**config.mk**
```make
export PLATFORM = sky130hd
export DESIGN_NAME = mem_arb
export DESIGN_NICKNAME = d
export VERILOG_FILES = /design/src/rtl/mem_arb.sv
export SDC_FILE = /design/constraint.sdc
export NUM_CORES = 1
export LEC_CHECK = 0
export CORE_AREA = 3 3 107 109
export DETAILED_ROUTE_END_ITERATION = 8
export DIE_AREA = 0 0 110 112
export GPL_TIMING_DRIVEN = 1
export PLACE_DENSITY = 0.75
export SYNTH_ARGS = -nofsm -noshare
export SYNTH_HDL_FRONTEND = slang
export SYNTH_SLANG_ARGS = --single-unit
```
**constraint.sdc**
```tcl
create_clock -name clk -period 2.15 [get_ports clk]
set_input_delay 0.215 -clock clk [delete_from_list [all_inputs] [get_ports clk]]
set_output_delay 0.215 -clock clk [all_outputs]
set_load 0.02 [all_outputs]
```
**src/rtl/mem_arb.sv**
```systemverilog
// mem_arb: N-channel request arbiter in front of a single fixed-latency SRAM port.
// Define MEM_ARB_RR_EN for round-robin arbitration; otherwise the lowest eligible index wins.
module mem_arb #(
    parameter int NUM_CH  = 2,
    parameter int ADDR_W  = 32,
    parameter int DATA_W  = 32,
    parameter int MEM_LAT = 1,
    parameter int MAX_OUT = 2
) (
    input  logic                       clk,
    input  logic                       rst,
    input  logic [NUM_CH-1:0]          ch_req,
    input  logic [NUM_CH-1:0]          ch_wr,
    input  logic [NUM_CH*DATA_W/8-1:0] ch_wstrb,
    input  logic [NUM_CH*ADDR_W-1:0]   ch_addr,
    input  logic [NUM_CH*DATA_W-1:0]   ch_wdata,
    input  logic [NUM_CH-1:0]          ch_cancel,
    output logic [NUM_CH-1:0]          ch_addr_ok,
    output logic [NUM_CH-1:0]          ch_data_ok,
    output logic [DATA_W-1:0]          ch_rdata,
    output logic                       mem_en,
    output logic [DATA_W/8-1:0]        mem_we,
    output logic [ADDR_W-1:0]          mem_addr,
    output logic [DATA_W-1:0]          mem_wdata,
    input  logic [DATA_W-1:0]          mem_rdata
);
    localparam int SW  = DATA_W / 8;
    localparam int CHW = (NUM_CH > 1) ? $clog2(NUM_CH) : 1;
    localparam int CW  = $clog2(MAX_OUT + 1);
    localparam int LS  = MEM_LAT - 1;

    logic [NUM_CH-1:0] elig;
    logic [CW-1:0]     out_cnt_q [NUM_CH];
    logic [CW-1:0]     out_cnt_d [NUM_CH];
    logic              gnt_vld;
    logic [CHW-1:0]    gnt_ch;
    logic [NUM_CH-1:0] gnt_oh;

    // Response tags travelling alongside the SRAM read pipeline.
    logic [MEM_LAT-1:0] tag_vld_q;
    logic [MEM_LAT-1:0] tag_vld_d;
    logic [MEM_LAT-1:0] tag_drop_q;
    logic [MEM_LAT-1:0] tag_drop_d;
    logic [CHW-1:0]     tag_ch_q [MEM_LAT];
    logic [CHW-1:0]     tag_ch_d [MEM_LAT];

    logic           ex_vld;
    logic [CHW-1:0] ex_ch;
    logic           ex_live;

    genvar gi;

    generate
        for (gi = 0; gi < NUM_CH; gi++) begin : g_elig
            assign elig[gi] = ch_req[gi] & ~ch_cancel[gi] & ~rst
                            & (out_cnt_q[gi] != CW'(MAX_OUT));
        end
    endgenerate

`ifdef MEM_ARB_RR_EN
    logic [CHW-1:0] rr_q;
    logic [CHW-1:0] rr_d;

    // Scan from the furthest offset back to rr so the closest eligible channel wins.
    always_comb begin
        int             s;
        logic [CHW-1:0] idx;
        gnt_vld = 1'b0;
        gnt_ch  = '0;
        s       = 0;
        idx     = '0;
        for (int k = NUM_CH - 1; k >= 0; k--) begin
            s = int'(rr_q) + k;
            if (s >= NUM_CH) begin
                s = s - NUM_CH;
            end
            idx = CHW'(s);
            if (elig[idx]) begin
                gnt_vld = 1'b1;
                gnt_ch  = idx;
            end
        end
    end

    always_comb begin
        rr_d = rr_q;
        if (gnt_vld) begin
            rr_d = (gnt_ch == CHW'(NUM_CH - 1)) ? '0 : gnt_ch + CHW'(1);
        end
    end

    always_ff @(posedge clk) begin
        if (rst) begin
            rr_q <= '0;
        end else begin
            rr_q <= rr_d;
        end
    end
`else
    always_comb begin
        gnt_vld = 1'b0;
        gnt_ch  = '0;
        for (int k = NUM_CH - 1; k >= 0; k--) begin
            if (elig[k]) begin
                gnt_vld = 1'b1;
                gnt_ch  = CHW'(k);
            end
        end
    end
`endif

    assign gnt_oh     = gnt_vld ? (NUM_CH'(1) << gnt_ch) : '0;
    assign ch_addr_ok = gnt_oh;

    // SRAM request mux; everything stays at zero when nothing is granted.
    always_comb begin
        mem_en    = gnt_vld;
        mem_addr  = '0;
        mem_wdata = '0;
        mem_we    = '0;
        for (int i = 0; i < NUM_CH; i++) begin
            if (gnt_oh[i]) begin
                mem_addr  = ch_addr[i*ADDR_W +: ADDR_W];
                mem_wdata = ch_wdata[i*DATA_W +: DATA_W];
                mem_we    = ch_wr[i] ? ch_wstrb[i*SW +: SW] : '0;
            end
        end
    end

    generate
        for (gi = 0; gi < MEM_LAT; gi++) begin : g_tag
            if (gi == 0) begin : g_head
                assign tag_vld_d[0]  = gnt_vld;
                assign tag_ch_d[0]   = gnt_ch;
                assign tag_drop_d[0] = 1'b0;
            end else begin : g_body
                // A cancel marks the tag as it moves, so it stays dropped to the end.
                assign tag_vld_d[gi]  = tag_vld_q[gi-1];
                assign tag_ch_d[gi]   = tag_ch_q[gi-1];
                assign tag_drop_d[gi] = tag_drop_q[gi-1] | ch_cancel[tag_ch_q[gi-1]];
            end
        end
    endgenerate

    always_ff @(posedge clk) begin
        if (rst) begin
            tag_vld_q  <= '0;
            tag_drop_q <= '0;
            for (int s = 0; s < MEM_LAT; s++) begin
                tag_ch_q[s] <= '0;
            end
        end else begin
            tag_vld_q  <= tag_vld_d;
            tag_drop_q <= tag_drop_d;
            for (int s = 0; s < MEM_LAT; s++) begin
                tag_ch_q[s] <= tag_ch_d[s];
            end
        end
    end

    // A cancel arriving in the exit cycle still suppresses that response.
    assign ex_vld     = tag_vld_q[LS];
    assign ex_ch      = tag_ch_q[LS];
    assign ex_live    = ex_vld & ~tag_drop_q[LS] & ~ch_cancel[ex_ch] & ~rst;
    assign ch_data_ok = ex_live ? (NUM_CH'(1) << ex_ch) : '0;
    assign ch_rdata   = mem_rdata;

    generate
        for (gi = 0; gi < NUM_CH; gi++) begin : g_cnt
            logic inc;
            logic dec;

            assign inc = gnt_oh[gi];
            assign dec = ex_vld & (ex_ch == CHW'(gi));

            always_comb begin
                out_cnt_d[gi] = out_cnt_q[gi];
                if (inc && !dec) begin
                    out_cnt_d[gi] = out_cnt_q[gi] + CW'(1);
                end else if (dec && !inc) begin
                    out_cnt_d[gi] = out_cnt_q[gi] - CW'(1);
                end
            end

            always_ff @(posedge clk) begin
                if (rst) begin
                    out_cnt_q[gi] <= '0;
                end else begin
                    out_cnt_q[gi] <= out_cnt_d[gi];
                end
            end
        end
    endgenerate

endmodule

```
==> metrics <==
status=complete, no violations; top cells by count, synth=nor4b_2 (50), buf_4 (35), mux2_2 (30); max_slew headroom=0.775; hold_buf cts=0; Hold Vio Cnt, Final=0; Peak VDD IR=0.000278 V; Post-Synth XOR/XNOR Area=0.0137; Worst Setup Start Kind=input port; Hold Path Class=in -> reg; top cells by area, synth=nor4b_2 (29%), mux2_4 (16%), mux2_2 (13%), buf_4 (10%), nor4b_1 (5.1%); DRT Pass-1 Iters=4; Area growth, synth to finish=87.3%; Synth Cell Area=2550 um^2; Routed WL per cell=17.3 um; grt ovf=0; DR vias=2596; DRC errors left=0; asr flop ratio synth=0; Max Clk Rate=472 MHz; ANT cells=0; min Tclk post-route=2120 ps; buffer and inverter count on the worst path=4; layout cell share with drive strength beyond 1=0.343; clock transition at the registers of the reported paths=40 ps; Critical Path End Type=output port; CTS max path bufs=2; max_cap viols=0; Boundary Pins=281; Synth Area in Adders=0.00979; CP top delay family=buffers and inverters; Arrival @ worst endpoint=1910 ps; vias in the first global route=2675; post-synthesis compound-gate area fraction=0.00784; first-pass GRT wire length=13.7 mm; largest family of logic cells by synthesized area=simple AND/OR/NAND/NOR gates; P per Cell Area=246 nW/um^2; most common cell in the netlist=nor4b_2; Final Setup Violations=0; GRT Total Usage=0.137; max-slew violation count=0; Initial Utilization=0.239; number of vias per cell=4.64; Synth Flop Type=dfxtp_1; worst-skew pair later-pin latency=220 ps; Slew @ Worst Pin=337 ps; Die Span Y=112 um; Simple-Gate Fraction of Synth Area=0.403; Crit path largest cell delay=440 ps; clk root buf=clkbuf_8; Post-DP HPWL=7.61 mm; Post-Route Setup TNS=0 ps; Final period util=0.986; synth warn=0; Syn Area/Cell=10.7 um^2; CTS tree=yes; # H-tree levels=1; post-synthesis mux area share=0.337; Syn Inst Count=239; Num CTS Buffers=3; final net count=600; row cnt=38; core area=10700 um^2; Clock Sinks=6; Post-synth EDFFs=0; largest net degree at the start of global routing=41; iteration-0 DRC count of the detailed router=57; design area=4790 um^2; syn_nets=417; routability-driven placement congestion ratio=0.743; Unique masters post-synth=25; Final ANT Viol Nets=0; die area=12300 um^2; chip width=110 um; Filler Cell Count=1043; register area share after synthesis=0.0470; crit-path cells=clkdlybuf4s50_1 > nor2_2 > nand3_4 > buf_12 > clkbuf_16 > mux2_4 > dlygate4sd2_1; Synth area leader=nor4b_2; Post-Route WL=9.69 mm; crit path max fanout=13; flops & latches, synth=6; Critical Path RT=1930 ps; Final Skew=2.39 ps; Static Leak=2.06 nW; IO buf count=216; initial antenna violation count=0; share of the synthesized area in the top cell type=0.294; CP Class=in -> out; DP Area=4690 um^2; CP max stage cell=clkdlybuf4s50_1
report_power, final:
group / total, W / internal, W / switching [W]
clock network: 0.000165 / 0.000120 / 0.0000452
logic: 0.000877 / 0.000520 / 0.000358
registers: 0.000134 / 0.000124 / 0.00000985
registers in the layout (all words and copies together) (netlist names):
name / flops
ex_vld: 1
out_cnt_q: 4
tag_ch_q: 1
cell type report:
class | instances | area (um^2) | area share
Timing Repair Buffer | 240 | 2430 | 0.508
Multi-Input combinational cell | 170 | 2010 | 0.420
Tap cell | 140 | 175 | 0.0366
Sequential cell | 6 | 120 | 0.0251
Clock buffer | 3 | 41.3 | 0.00863
Inverter | 1 | 6.26 | 0.00131
routing by layer:
metal,routed length (um),global-route usage,up-vias,part of all wire
li1,-,-,1236,-
met1,3400,0.143,1207,0.35
met2,5230,0.273,135,0.54
met3,935,0.0284,18,0.097
met4,126,0.0283,0,0.013
met5,0,0,-,0
final timing paths:
check / from / end / slack [ps] / cells past startpoint
worst max-delay path: ch_cancel[0] / mem_addr[9] / 30 / 7
worst min-delay path: rst / out_cnt_q[1][1]$_SDFFE_PP0P_ / 290 / 2
worst max register to register: out_cnt_q[1][1]$_SDFFE_PP0P_ / out_cnt_q[1][1]$_SDFFE_PP0P_ / 170 / 7
worst min register to register: out_cnt_q[0][1]$_SDFFE_PP0P_ / out_cnt_q[0][1]$_SDFFE_PP0P_ / 500 / 2
per-stage QoR:
stage	power, W	cells	hold slack [ps]	utilization	setup slack [ps]
final	0.00118	560	286	0.447	29.6
after global routing	0.00124	560	298	0.447	-9.00
after CTS	0.00116	555	284	0.434	-168
after detailed placement	0.00104	552	430	0.438	-247
after global placement	0.00103	552	430	0.438	-183
after floorplan	0.000654	239	459	-	239
placed cells by master (no fill, tap or decap), types with 4 or more instances in the layout:
cell type        synthesis  routed
clkdlybuf4s50_1          0     145
mux2_2                  30      30
mux2_1                   7       7
nand2_1                  7       7
nor4b_2                 50      50
nand3_1                  4       4
mux2i_1                  4       4
xor2_1                   4       4
clkdlybuf4s15_1          0      14
buf_12                   0       9
dfxtp_1                  6       6
buf_4                   35      13
mux2_4                  27      27
dlygate4sd2_1            0      53
nor4b_1                 15      14
kinds of logic after synthesis:
kind of cell	after synthesis
compound gates	4
simple gates	92
flops	6
fa+ha+maj	2
xor+xnor	4
mux	68
buf+inv	63
what timing repair did:
item / CTS / global route
cloned: 0 / 3
pin swaps: 0 / 1
endpoints found under the setup margin: 70 / 17
gates resized for setup: 70 / 21
endpoints found under the hold margin: 0 / 0
setup buffers: 0 / 2
No activity file was read; power rests on OpenSTA's default activity.
